<file path="src/rtl/fold_remover_sched.sv">
// ---------------------------------------------------------------------------
// fold_remover_sched
//
// Round-robin scheduler that time-shares a single fold_remover between
// CHANNELS frame producers. A granted channel's frame of J+1 folded samples
// is latched into fr_in. The remover is then given a clean reset, a one-cycle
// en pulse and a fixed settle window. Its output is captured into result and
// returned with a one-cycle ack to the owning channel.
//
// Ports
//   clk           system clock
//   reset         synchronous, active-high
//   req           per-channel request, held until the matching ack bit
//   frame_in      all channel frames; channel c sample k occupies
//                 bits [(c*(J+1)+k)*OUT_RES +: OUT_RES]
//   ack           one-hot, one-cycle completion pulse
//   result        captured unfolded frame (sample k at [k*OUT_RES +: OUT_RES])
//   result_valid  one-cycle pulse coincident with ack
//   result_ch     channel index owning result
//   busy          high in every non-IDLE state
//   fr_reset      reset to the attached fold_remover
//   fr_en         start pulse to the attached fold_remover
//   fr_in         latched frame driven to the fold_remover
//   fr_out        fold_remover output frame
//
// Samples are two's-complement OUT_RES-bit values packed into flat vectors;
// the scheduler only moves them, so no arithmetic depends on signedness.
// ---------------------------------------------------------------------------
module fold_remover_sched #(
    parameter int J        = 18,
    parameter int OUT_RES  = 16,
    parameter int CHANNELS = 2,
    parameter int SETTLE   = J + 3
) (
    input  logic                              clk,
    input  logic                              reset,
    input  logic [CHANNELS-1:0]               req,
    input  logic [CHANNELS*(J+1)*OUT_RES-1:0] frame_in,
    output logic [CHANNELS-1:0]               ack,
    output logic [(J+1)*OUT_RES-1:0]          result,
    output logic                              result_valid,
    output logic [2:0]                        result_ch,
    output logic                              busy,
    output logic                              fr_reset,
    output logic                              fr_en,
    output logic [(J+1)*OUT_RES-1:0]          fr_in,
    input  logic [(J+1)*OUT_RES-1:0]          fr_out
);

    localparam int FRAME_W = (J + 1) * OUT_RES;

    localparam logic [2:0] S_IDLE    = 3'd0;
    localparam logic [2:0] S_LOAD    = 3'd1;
    localparam logic [2:0] S_START   = 3'd2;
    localparam logic [2:0] S_RUN     = 3'd3;
    localparam logic [2:0] S_CAPTURE = 3'd4;

    localparam logic [5:0] CNT_LAST  = 6'(SETTLE - 1);
    localparam logic [2:0] LAST_INIT = 3'(CHANNELS - 1);

    logic [2:0]         state;
    logic [2:0]         grant;
    logic [2:0]         last_grant;
    logic [5:0]         cnt;

    logic [7:0]         req_pad;
    logic               pick_valid;
    logic [2:0]         pick;
    logic [3:0]         cand;
    logic [FRAME_W-1:0] sel_frame;
    logic [7:0]         ack_onehot;

    // Widen req to a fixed 8 bits so the 3-bit channel index can address it
    // for any CHANNELS in 2..8.
    always_comb begin
        req_pad                 = '0;
        req_pad[CHANNELS-1:0]   = req;
    end

    // Round-robin: scan channels last_grant+1, last_grant+2, ... cyclically,
    // so the most recently served channel is considered last.
    always_comb begin
        pick_valid = 1'b0;
        pick       = '0;
        cand       = '0;
        for (int unsigned i = 1; i <= CHANNELS; i++) begin
            cand = {1'b0, last_grant} + 4'(i);
            if (cand >= 4'(CHANNELS)) begin
                cand = cand - 4'(CHANNELS);
            end
            if (!pick_valid && req_pad[cand[2:0]]) begin
                pick_valid = 1'b1;
                pick       = cand[2:0];
            end
        end
    end

    // Frame of the channel about to be granted.
    always_comb begin
        sel_frame = '0;
        for (int unsigned c = 0; c < CHANNELS; c++) begin
            if (pick == 3'(c)) begin
                sel_frame = frame_in[c*FRAME_W +: FRAME_W];
            end
        end
    end

    always_comb begin
        ack_onehot = 8'd1 << grant;
    end

    // Control outputs are gated by reset so that fr_en and fr_reset can never
    // coincide, even if reset arrives while the FSM sits in START.
    assign busy     = (state != S_IDLE) && !reset;
    assign fr_en    = (state == S_START) && !reset;
    assign fr_reset = reset || (state == S_LOAD);

    always_ff @(posedge clk) begin
        if (reset) begin
            state        <= S_IDLE;
            grant        <= '0;
            last_grant   <= LAST_INIT;
            cnt          <= '0;
            fr_in        <= '0;
            result       <= '0;
            result_ch    <= '0;
            result_valid <= 1'b0;
            ack          <= '0;
        end else begin
            // ack/result_valid are single-cycle pulses by default.
            ack          <= '0;
            result_valid <= 1'b0;

            case (state)
                S_IDLE: begin
                    if (pick_valid) begin
                        grant <= pick;
                        fr_in <= sel_frame;
                        state <= S_LOAD;
                    end
                end

                S_LOAD: begin
                    state <= S_START;
                end

                S_START: begin
                    cnt   <= '0;
                    state <= S_RUN;
                end

                S_RUN: begin
                    cnt <= cnt + 6'd1;
                    if (cnt == CNT_LAST) begin
                        state <= S_CAPTURE;
                    end
                end

                S_CAPTURE: begin
                    result       <= fr_out;
                    result_ch    <= grant;
                    last_grant   <= grant;
                    ack          <= ack_onehot[CHANNELS-1:0];
                    result_valid <= 1'b1;
                    state        <= S_IDLE;
                end

                default: begin
                    state <= S_IDLE;
                end
            endcase
        end
    end

endmodule
</file>
<file path="config.mk">
export PLATFORM = sky130hd
export DESIGN_NAME = fold_remover_sched
export DESIGN_NICKNAME = d
export VERILOG_FILES = /design/src/rtl/fold_remover_sched.sv
export SDC_FILE = /design/constraint.sdc
export NUM_CORES = 1
export LEC_CHECK = 0
export ABC_AREA = 1
export CAP_MARGIN = 10
export CORE_AREA = 5 5 601 603
export CTS_BUF_LIST = sky130_fd_sc_hd__clkbuf_8
export DETAILED_ROUTE_END_ITERATION = 12
export DIE_AREA = 0 0 606 608
export SLEW_MARGIN = 20
export SYNTH_ARGS = -nofsm -noshare
export SYNTH_HDL_FRONTEND = slang
export SYNTH_SLANG_ARGS = --single-unit
</file>
<file path="constraint.sdc">
create_clock -name clk -period 5.15 [get_ports clk]
set_input_delay 0.515 -clock clk [delete_from_list [all_inputs] [get_ports clk]]
set_output_delay 0.515 -clock clk [all_outputs]
set_load 0.1 [all_outputs]
</file>
==> impl_metrics.toml, run 1 <==
[outcome]
status = "finished, final reports clean"

[setup_path]
arrival_ps = 4250
slowest_stage = "nand3_4"
crit_path_end_kind = "flop"
r2r_setup_slack_ps = 1640
critPathLaunchType = "flop"
max_stage_delay_ps = 620
rr_worst_depth = 13
crit_required_ps = 5890
r2r-end = "fr_in[176]"
cp_max_fo = 79
reg2reg_from = "result_ch[1]"
crit_type = "reg -> reg"
crit_top_cell = "inv_1"
startpoint = "result_ch[1]"
cp_cell_sequence = "inv_1 -> ha_1 -> inv_1 -> o21ai_1 -> nor2_1 -> nand2_1 -> nor2_1 -> nand3_4 -> buf_12 -> nand3_1 -> nand3_1 -> nand2_1 -> inv_1"

[global_routing]
grt_pass1_vias = 31803
grt_max_degree = 161
grt_usage_pct = 15.6
grt_overflow = 0
busiest_layer = "met2"
antenna_found_initial = 279
grt_pass1_wl_um = 371000
met1_usage_pct = 17.0
grt.met3_usage_pct = 7.66
use_met2_pct = 25.9

[worst_hold_path]
timing.hold.worst_endpoint = "result[220]"
min_from = "fr_out[220]"
holdPathStages = 3
worstHoldPathType = "in -> reg"

[sta]
tns_ps = 0
finalHoldViolCount = 0
setup_viol = 0
finalWorstPathRequiredPeriod_ps = 3510
slew_headroom_pct = 22.6
fmax_ghz = 0.285
whs_ps = 190
skew_ps = 138
min_period_over_period_pct = 68.2
layout_setup_ws_ps = 1640
rsz0062_at_grt = "false"
drv_slew = 0
worst_pin_slew_ps = 1160

[yosys]
synth-compound-area-share_pct = 11.2
synth-xor-area-share_pct = 0
synth_fa_ha_area_share_pct = 0.355
synth_top_family_by_area = "simple AND/OR/NAND/NOR gates"
postSynthAreaPerCell_um2 = 6.84
synth-seq-cells = 627
synth.area.mux_share_pct = 0
syn_nets = 5051
syn_area_um2 = 28200
ys_types = 31
ys_seq_area_share_pct = 44.5
yosysWarnings = 0
netlist_instances = 4127
yosys.area_share.simple_pct = 29.6

[place]
gp_congestion = 0.953
place_area_um2 = 47800
dp_cells = 10125
hpwl_um = 258000
dp_slack_ps = 1630
portBuffers = 1532

[power]
power_leakage_nw = 20.8
power_mw = 24.1
ir_drop_v = 0.000312
power.density_nw_per_um2 = 474

[cells_and_area]
fin_nets = 6446
design_area_um2 = 50800
fin_util_pct = 14.3
areaGrowthSynthToFinish_pct = 80.2
fin_cells = 10435
drive_above_1_share_pct = 9.68

[floorplan]
die_w_um = 606
design.portCount = 1533
die_h_um = 608
core_area_um2 = 355000
rows = 219
start_util_pct = 7.95
fp.dieArea_um2 = 368000

[drt]
detail_route.vias_per_cell = 3.35
wl_um = 302000
avgRoutedWirePerCell_um = 29.0
drt-initial-drc-count = 3221
dr_total_vias = 34943
drcViolationCount = 0
ant_nets = 0
drt-pass1-iter-count = 5

[clocking]
cts_setup_buffers = 0
ctsResizeCount = 0
htree_levels = 4
cts_tree = "done"
cts.clk_slew.worst_paths_ps = 60
cts_hold_buf = 2
clk_latency_ps = 960
clock_path_buffers = 4
cts_sinks = 627
cts_buffers = 144
root_buffer = "clkbuf_8"

[job]
maxCapViolCount = 0
-- critical path: cells and delay by family (launching register included) --
family,cells,cell delay (ps)
compound gates,1,50
flops,1,450
simple gates,7,1540
buf+inv,4,730
fa+ha+maj,1,320
-- report_power, final --
group / internal (mW) / total (mW) / switching [mW]
Clock: 3.32 / 6.13 / 2.80
Combinational: 2.77 / 11.9 / 9.13
Sequential: 5.61 / 6.07 / 0.457
Total: 11.7 / 24.1 / 12.4
-- metal layers --
layer,routed length (µm),part of all wire (%),vias up
met1,111000,37,16034
li1,-,-,16041
met2,140000,46,1945
met4,14100,4.7,156
met5,988,0.33,-
met3,36000,12,767
-- logic make-up after synthesis --
logic type | count (synthesis)
AO/OA/AOI/OAI | 631
adder cells (fa/ha/maj) | 8
buffers and inverters | 970
flip-flops | 627
AND/OR/NAND/NOR | 1891
-- placed cells by master (no fill, tap or decap), types with 2 or more instances in the layout --
cell type	n
clkbuf_8	171
inv_1	666
inv_2	2
nand2_2	3
clkinv_2	16
clkdlybuf4s50_1	1262
o21ai_0	313
nor2_1	619
buf_2	38
clkinvlp_4	6
bufinv_16	6
ha_1	8
nand2_1	332
inv_8	6
nor3_1	2
nand4_1	7
nand3_1	916
dlygate4sd3_1	2
buf_12	22
nand3_4	3
dfxtp_1	627
a21oi_1	314
diode_2	65
buf_4	259
nand2_4	2
-- cell usage after synthesis, drive strengths merged --
master,instances,area (µm²)
inv,634,2380
a31oi,1,6.26
nand3,920,4640
nand3b,1,7.51
nand2,338,1290
o211ai,1,7.51
a21oi,314,1570
clkbuf,138,518
buf,197,1130
nor3,2,10.0
o21ai,314,1570
clkinv,1,3.75
ha,8,100
a211oi,1,7.51
nand4,8,56.3
nor4,1,6.26
nor2,621,2350
dfxtp,627,12600
-- cell type report --
type	instances	area [µm²]
flip-flops and latches	627	12600
diodes	65	163
fillers	40824	304000
well taps	4751	5940
clock buffers	171	2350
inverters	635	2400
clock inverters	72	531
repair buffers	1584	15200
multi-input cells	2530	11700
-- flip-flops by register name, summed over array words and instances (netlist names) --
register,flops
result_valid,1
state,3
cnt,6
result,304
result_ch,3
grant,3
fr_in,304
last_grant,1
ack,2
-- how the worst max path moves through the flow --
| stage | endpoint | depth (start not counted) |
|---|---|---|
| floorplan | busy | 3 |
| global placement | fr_in[71] | 12 |
| detailed placement | fr_in[212] | 12 |
| CTS | fr_in[212] | 12 |
| global route | fr_in[171] | 12 |
| finish | fr_in[176] | 13 |
Power figures use the tool's default switching activity.
==> run 2, diff against run 1 <==
==> constraint.sdc (replaced) <==
create_clock -name clk -period 3.25 [get_ports clk]
set_input_delay 0.325 -clock clk [delete_from_list [all_inputs] [get_ports clk]]
set_output_delay 0.325 -clock clk [all_outputs]
set_load 0.1 [all_outputs]
==> run 2 against run 1 <==
Worst setup slack got worse by 1500 ps. Sequential share of layout area decreased by 2.3 points. Clock skew down 43 ps. Via count up 5.6%. Sequential power rose by 58%. Maximum frequency is 15% higher. Design area rose by 10%. Utilization is 1.5 points higher. Flip-flop and latch count unchanged. Critical endpoint is now fr_in[91]. Largest cell class unchanged. Largest power group unchanged.
==> impl_metrics.toml, run 2 (synthesis gave the netlist of run 1 again) <==
[floorplan]
rows = 219
die_h_um = 608
start_util_pct = 7.95
core_area_um2 = 355000
design.portCount = 1533
fp.dieArea_um2 = 368000
die_w_um = 606

[clocking]
cts_tree = "done"
cts_buffers = 145
clock_path_buffers = 4
clk_latency_ps = 930
htree_levels = 4
cts_sinks = 627
root_buffer = "clkbuf_8"
cts.clk_slew.worst_paths_ps = 60

[setup_path]
r2r-end = "fr_in[91]"
arrival_ps = 3870
cp_cell_sequence = "inv_1 -> ha_1 -> inv_1 -> o21ai_1 -> nor2_2 -> nand2_1 -> nor2_1 -> nand3_4 -> buf_12 -> buf_12 -> nand3_1 -> nand3_1 -> dlygate4sd3_1 -> nand2_1 -> inv_1"
slowest_stage = "dlygate4sd3_1"
crit_type = "reg -> reg"
crit_family = "buffers and inverters"
rr_worst_depth = 15
cp_max_fo = 32
crit_required_ps = 4050
max_stage_delay_ps = 560
worst-path-stages = 15
r2r_setup_slack_ps = 190
critPathLaunchType = "flop"
reg2reg_from = "result_ch[1]"
crit_top_cell = "inv_1"
crit_path_end_kind = "flop"
worst-path-buf-inv = 6

[sta]
whs_ps = 143
skew_ps = 95.2
fmax_ghz = 0.326
min_period_over_period_pct = 94.3
finalHoldViolCount = 0
setup_viol = 0
layout_setup_ws_ps = 186
tns_ps = 0
slew_headroom_pct = 26.6
drv_slew = 0
rsz0062_at_grt = "false"
finalWorstPathRequiredPeriod_ps = 3060
worst_pin_slew_ps = 1100

[drt]
drt-pass1-iter-count = 6
avgRoutedWirePerCell_um = 27.9
detail_route.vias_per_cell = 3.37
ant_nets = 0
drt-initial-drc-count = 3273
dr_total_vias = 36886
drcViolationCount = 0
wl_um = 306000

[worst_hold_path]
holdPathStages = 5
worstHoldPathType = "in -> reg"
timing.hold.worst_endpoint = "fr_in[236]"
min_from = "frame_in[236]"

[outcome]
status = "finished, final reports clean"

[place]
portBuffers = 1532
hpwl_um = 262000
gp_congestion = 0.956
dp_slack_ps = 306

[global_routing]
antenna_found_initial = 235
grt_max_degree = 119
grt_overflow = 0
grt_pass1_vias = 34938
grt_usage_pct = 15.8
grt_pass1_wl_um = 380000

[cells_and_area]
final_cell_mix = "clkdlybuf4s50_1, nand3_1, inv_1"
final_common_cell = "clkdlybuf4s50_1"
fin_nets = 6990
seq_area_um2 = 12600
reg_top3 = "fr_in x304, result x304, cnt x6"
fillers = 40506
drive_above_1_share_pct = 11.6
areaGrowthSynthToFinish_pct = 99.1
multi_input_area_um2 = 11700

[job]
maxCapViolCount = 0

[power]
ir_drop_v = 0.000499
power.density_nw_per_um2 = 706
power_leakage_nw = 23.4
-- run 2: cell count changes in the layout (fill, tap and decap cells not counted), moves of 2 or more --
cell and change:
diode_2 -21, clkinv_2 -6, buf_2 -7, dlygate4sd3_1 +470, buf_12 +19, buf_4 +158
bufinv_16 +5, clkinvlp_4 +2, clkbuf_8 -4, clkdlybuf4s50_1 -100
-- run 2: area by class of cell --
class                      count  share of cell area (%)
sequential                   627                    22.4
multi-input combinational   2531                    20.8
tap                         4751                    10.6
clock inverter                73                    1.16
clock buffer                 167                    4.09
timing repair buffer        2126                    36.6
inverter                     635                    4.27
antenna                       44                   0.196
-- run 2: repair_timing --
item / in CTS / in global routing
setup buffers: 0 / 5
gates resized for setup: 0 / 3
setup endpoints to repair: 0 / 22
hold buffers: 472 / 0
endpoints found under the hold margin: 401 / 0
-- run 2: worst max-delay path by stage --
stage          slack, ps    endpoint          from
6_report             190   fr_in[91]  result_ch[1]
5_1_grt               20   fr_in[63]  result_ch[1]
4_1_cts               20  fr_in[106]  result_ch[1]
3_5_place_dp         310  fr_in[135]        req[1]
3_3_place_gp         290  fr_in[135]        req[0]
2_1_floorplan        420  fr_in[284]  result_ch[1]
-- run 2: per-layer routing --
| layer | track usage [%] | share of wire (%) | vias to the layer above |
|---|---|---|---|
| li1 | - | - | 17105 |
| met1 | 17.7 | 38 | 16998 |
| met2 | 25.4 | 45 | 1955 |
| met3 | 6.97 | 11 | 728 |
| met4 | 7.64 | 6.3 | 100 |
| met5 | 0 | 0.21 | - |
-- run 2: metrics by stage --
| step | instances | power, mW | instance area [µm²] | util (%) |
|---|---|---|---|---|
| floorplan | 4127 | 22.4 | 28200 | - |
| global placement | 10191 | 29.1 | 48300 | 13.6 |
| detailed placement | 10191 | 29.2 | 48300 | 13.6 |
| CTS | 10903 | 40.3 | 56000 | 15.8 |
| global route | 10931 | 41.6 | 56100 | 15.8 |
| finish | 10954 | 39.7 | 56200 | 15.8 |
-- run 2: tightest hold or removal path, delay by kind of cell --
family / cells / cell delay, ps
and+or+nand+nor: 3 / 210
buffers and inverters: 2 / 430
-- run 2: report_power, final --
| part | internal [mW] | total, mW | leakage [nW] | switching [mW] |
|---|---|---|---|---|
| Clock | 5.55 | 10.0 | 1.63 | 4.45 |
| Combinational | 5.14 | 20.1 | 16.6 | 14.9 |
| Sequential | 8.89 | 9.59 | 5.13 | 0.697 |
